$ cat src/rtl/seq_multiplier.sv
// Iterative shift-add multiplier for RV32M MUL/MULH/MULHSU/MULHU.
// Multiplies operand magnitudes over N cycles, then applies the sign in one fix-up cycle.
module seq_multiplier #(
  parameter int N = 32
) (
  input  logic         clk,
  input  logic         rst,
  input  logic         start,
  input  logic [1:0]   op,
  input  logic [N-1:0] a,
  input  logic [N-1:0] b,
  output logic         busy,
  output logic         done,
  output logic [N-1:0] result
);

  localparam int CW = $clog2(N + 1);

  typedef enum logic [1:0] {
    IDLE = 2'd0,
    CALC = 2'd1,
    FIX  = 2'd2
  } state_t;

  state_t state_reg, state_next;

  logic [CW-1:0]  count_reg;
  logic [N-1:0]   hi_reg;
  logic [N-1:0]   lo_reg;
  logic [N-1:0]   mag_a_reg;
  logic [1:0]     op_reg;
  logic           neg_reg;
  logic           done_reg;
  logic [N-1:0]   result_reg;

  logic           a_neg;
  logic           b_neg;
  logic [N-1:0]   a_mag;
  logic [N-1:0]   b_mag;
  logic [N:0]     sum;
  logic [2*N-1:0] product;
  logic [2*N-1:0] fixed;

  // Only rs1 is signed for MULH/MULHSU; only rs2 is signed for MULH.
  always_comb begin
    a_neg   = ((op == 2'b01) || (op == 2'b10)) && a[N-1];
    b_neg   = (op == 2'b01) && b[N-1];
    a_mag   = a_neg ? -a : a;
    b_mag   = b_neg ? -b : b;
    sum     = lo_reg[0] ? ({1'b0, hi_reg} + {1'b0, mag_a_reg}) : {1'b0, hi_reg};
    product = {hi_reg, lo_reg};
    fixed   = neg_reg ? -product : product;
  end

  always_ff @(posedge clk or negedge rst) begin
    if (!rst) begin
      state_reg <= IDLE;
    end else begin
      state_reg <= state_next;
    end
  end

  always_comb begin
    state_next = state_reg;
    case (state_reg)
      IDLE: if (start) state_next = CALC;
      CALC: if (count_reg == CW'(N - 1)) state_next = FIX;
      FIX:  state_next = IDLE;
      default: state_next = IDLE;
    endcase
  end

  always_ff @(posedge clk or negedge rst) begin
    if (!rst) begin
      count_reg  <= '0;
      hi_reg     <= '0;
      lo_reg     <= '0;
      mag_a_reg  <= '0;
      op_reg     <= 2'b00;
      neg_reg    <= 1'b0;
      done_reg   <= 1'b0;
      result_reg <= '0;
    end else begin
      done_reg <= 1'b0;
      case (state_reg)
        IDLE: begin
          if (start) begin
            op_reg    <= op;
            mag_a_reg <= a_mag;
            neg_reg   <= a_neg ^ b_neg;
            hi_reg    <= '0;
            lo_reg    <= b_mag;
            count_reg <= '0;
          end
        end
        CALC: begin
          // Carry out of the partial sum shifts into the top of the accumulator.
          {hi_reg, lo_reg} <= {sum, lo_reg[N-1:1]};
          count_reg        <= count_reg + 1'b1;
        end
        FIX: begin
          result_reg <= (op_reg == 2'b00) ? fixed[N-1:0] : fixed[2*N-1:N];
          done_reg   <= 1'b1;
        end
        default: ;
      endcase
    end
  end

  assign busy   = (state_reg != IDLE);
  assign done   = done_reg;
  assign result = result_reg;

endmodule

$ cat config.mk
export PLATFORM = sky130hd
export DESIGN_NAME = seq_multiplier
export DESIGN_NICKNAME = d
export VERILOG_FILES = /design/src/rtl/seq_multiplier.sv
export SDC_FILE = /design/constraint.sdc
export NUM_CORES = 1
export LEC_CHECK = 0
export BUFFER_PORTS_ARGS = -buffer_cell sky130_fd_sc_hd__buf_2
export CORE_MARGIN = 5
export CORE_UTILIZATION = 65
export DETAILED_ROUTE_END_ITERATION = 7
export GPL_TIMING_DRIVEN = 0
export PLACE_DENSITY = 0.92
export SLEW_MARGIN = 20
export SYNTH_ARGS = -nofsm -noshare
export SYNTH_HDL_FRONTEND = slang
export SYNTH_SLANG_ARGS = --single-unit
$ cat constraint.sdc
create_clock -name clk -period 7.6 [get_ports clk]
set_input_delay 2.28 -clock clk [delete_from_list [all_inputs] [get_ports clk]]
set_output_delay 2.28 -clock clk [all_outputs]
set_load 0.05 [all_outputs]
==> results.toml <==
[status]
status = "finished, final reports clean"

[layout]
diodes = 0
share_of_layout_cells_above_drive_strength_1_pct = 12.50
seq_area_um2 = 3503
layoutNonFillerInstCount = 1616
layout.nets = 1494
filler_cell_count = 1208
flow.area_growth_from_synthesis_pct = 13.66
multiInputGateArea_um2 = 6485

[power_and_ir_drop]
cellLeakagePower_uw = 0.005064
cellPowerDensity_nw_per_um2 = 402.7
worst_supply_voltage_drop_on_vdd_uv = 224.3

[drt]
vias = 10630
drt.antenna.violating_nets = 0
drt_first_iter_violations = 1319
detailedRoute.firstPassIterationCount = 7
route.detailed.vias_per_inst = 6.578
drt_wl_total_um = 32650
total_drc_errors_in_the_routed_layout = 0
wire_per_inst_um = 20.20

[clock_network]
post_cts_setup_driven_buffer_insertion_count = 0
cts_buffer_depth = 2
clock_insertion_delay_worst_skew_ns = 0.44
cts_hold_repair.buffers = 0
htreeDepth = 4
ctsRootBufferMaster = "sky130_fd_sc_hd__clkbuf_16"
tritoncts.num_buffers = 17
cts.clk_slew.worst_paths_ns = 0.06
cts_tree = "done"
clock-sinks = 140
post_cts_resize_count = 0

[global_routing]
number_of_global_route_vias_before_repair = 10050
globalRouteOverflowTotal = 0
number_of_antenna_violations_at_the_first_check_in_global_routing = 0
first_pass_grt_wire_length_um = 51510
grt_usage_pct = 35.49
grt_start_max_net_pins = 93

[logic_synthesis]
yosys_most_used_dff = "sky130_fd_sc_hd__dfrtp_1"
async_reset_ff_share_pct = 100.0
postSynthRegisterBits = 140
synth_warn = 0
ys_seq_area_share_pct = 33.76
synth.distinct_cells = 72
synth_edf_count = 0
syn-instance-count = 1265
synth_nets = 1372
synthesis.area_per_instance_um2 = 8.203
post_synth_instance_area_um2 = 10380

[place]
place.detailed.hpwl_um = 25030
place_inst = 1584
gp_congestion = 1.017
port_buffers = 102

[flow_run]
timing.max_cap.violations = 0

[floorplanning]
design.core.area_um2 = 15770
initial_utilization_pct = 65.80
io_pins = 103
die_width_um = 136.3
die_h_um = 136.3
die-area_um2 = 18590
number_of_core_rows = 46

[sta]
fmax_mhz = 226.1
worst_pin_slew_ns = 0.9065
timing.final.crit_share_pct = 58.18
setup-tns-final_ns = 0
rsz0062_at_grt = "no"
finalSetupViolCount = 0
relSlewSlack_pct = 39.29
time_the_final_worst_path_needs_with_i_o_delays_and_setup_ns = 4.422
finalHoldWorstSlack_ns = 0.4696
report.final.slew_viol_count = 0
final_hold_violation_count = 0
fin_skew_ns = 0.008132

[worst_setup_path]
critical_path.max_stage_delay_ns = 0.54
crit_arrival_ns = 4.72
worst_setup_path_end_kind = "register"
crit_path_start_kind = "primary input"
critPathKind = "in2reg"
crit_chain = "buf_2 -> or4_4 -> nor4_2 -> nand3_1 -> nor2_1 -> nand2_1 -> o41ai_1 -> xor2_1 -> o21ai_0"
worst_ep_required_time_ns = 7.90
critPathSlowestCell = "sky130_fd_sc_hd__or4_4"
crit_path_max_fanout = 5

[min_path]
worst_hold_path_type = "reg2reg"
[through the flow]
step | cell area, um^2 | setup WS (ns) | utilization [%] | total power [uW]
final | 11790 | 3.178 | 74.79 | 4749
after global placement | 11160 | 2.415 | 70.75 | 3666
after global routing | 11790 | 3.008 | 74.79 | 5018
after CTS | 11790 | 3.180 | 74.79 | 4641
after detailed placement | 11190 | 2.748 | 70.99 | 3762
after floorplan | 10380 | 3.314 | - | 3059
[cells in the final DEF (no fill, tap or decap), types with 14 or more instances in the layout]
master and instances:
sky130_fd_sc_hd__o31ai_1 19, sky130_fd_sc_hd__mux2i_1 14, sky130_fd_sc_hd__xnor2_1 69, sky130_fd_sc_hd__nand2_1 140
sky130_fd_sc_hd__a21oi_1 110, sky130_fd_sc_hd__xor2_1 71, sky130_fd_sc_hd__o21ai_0 154, sky130_fd_sc_hd__dfrtp_1 140
sky130_fd_sc_hd__nor2_1 91, sky130_fd_sc_hd__buf_2 104, sky130_fd_sc_hd__clkbuf_1 65, sky130_fd_sc_hd__inv_1 26
sky130_fd_sc_hd__or3_1 14, sky130_fd_sc_hd__a21o_1 15, sky130_fd_sc_hd__ha_1 37, sky130_fd_sc_hd__nor3_1 25
sky130_fd_sc_hd__nand3_1 41, sky130_fd_sc_hd__a22oi_1 31, sky130_fd_sc_hd__clkbuf_16 17
[where the power goes]
part | switching [uW] | leakage (uW) | total [uW] | internal [uW]
combinational | 1520 | 0.00302 | 2500 | 982
sequential | 394 | 0.00176 | 1390 | 996
clock | 339 | 0.000286 | 859 | 520
[synthesized netlist by cell type, drive strengths merged (3+ instances only)]
cell type,n,area (um^2)
o21ai,166,830.8
nand2,141,536.8
dfrtp,140,3503
a21oi,110,550.5
nor2,92,352.8
xor2,71,621.9
xnor2,69,604.3
clkbuf,64,245.2
nand3,41,205.2
ha,37,462.9
a22oi,31,232.7
nor3,28,155.2
inv,26,97.59
o31ai,19,142.6
nor4,18,167.7
or3,17,121.4
o41ai,16,170.2
a21o,15,112.6
mux2i,14,140.1
or4,14,120.1
a31oi,13,81.33
nand2b,11,68.82
buf,10,41.29
or2,10,62.56
and3,8,50.05
nor2b,7,43.79
a211oi,6,50.05
and2,6,37.54
o21a,6,45.04
o221ai,6,52.55
nand3b,5,37.54
nand4,4,31.28
o211ai,4,30.03
o21bai,4,30.03
o31a,4,35.03
a32oi,3,26.28
[area by class of cell]
class	instances	area share, %
tap	216	2.292
buffer	74	2.429
multi-input combinational	1024	54.99
sequential	140	29.71
timing repair buffer	103	4.647
clock inverter	12	1.379
clock buffer	20	3.703
inverter	27	0.8593
[critical path, delay by kind of cell]
family,cells,cell delay [ns]
and+or+nand+nor,5,1.71
AOI/OAI and AO/OA,2,0.43
xor gates and xnor gates,1,0.18
buffers and inverters,1,0.12
[worst paths after layout]
check                      slack (ns)             to  depth (start not counted)  startpoint
min reg2reg                      0.47      result[2]                          2   result[2]
max                              3.18  mag_a_reg[27]                          9        a[4]
min                              0.47      result[2]                          2   result[2]
max in group asynchronous        5.09   mag_a_reg[6]                          2         rst
min in group asynchronous        1.73     lo_reg[16]                          1         rst
max reg2reg                      3.80     result[24]                         10   lo_reg[0]
[cells by family after synthesis]
kind of cell	count (synthesis)	synth area share (%)
AOI/OAI and AO/OA	422	24.64
and+or+nand+nor	408	19.82
xor gates and xnor gates	140	11.82
DFF	140	33.76
buffers and inverters	101	3.738
adders and majority gates	38	4.654
muxes	16	1.568
[per-layer routing]
| metal | global-route usage (%) | part of all wire [%] |
|---|---|---|
| met2 | 58.04 | 46 |
| met5 | 0 | 0 |
| met4 | 18.70 | 5.4 |
| met1 | 44.18 | 38 |
| met3 | 7.513 | 10 |
Note: power is estimated with default switching activity, not from simulation.
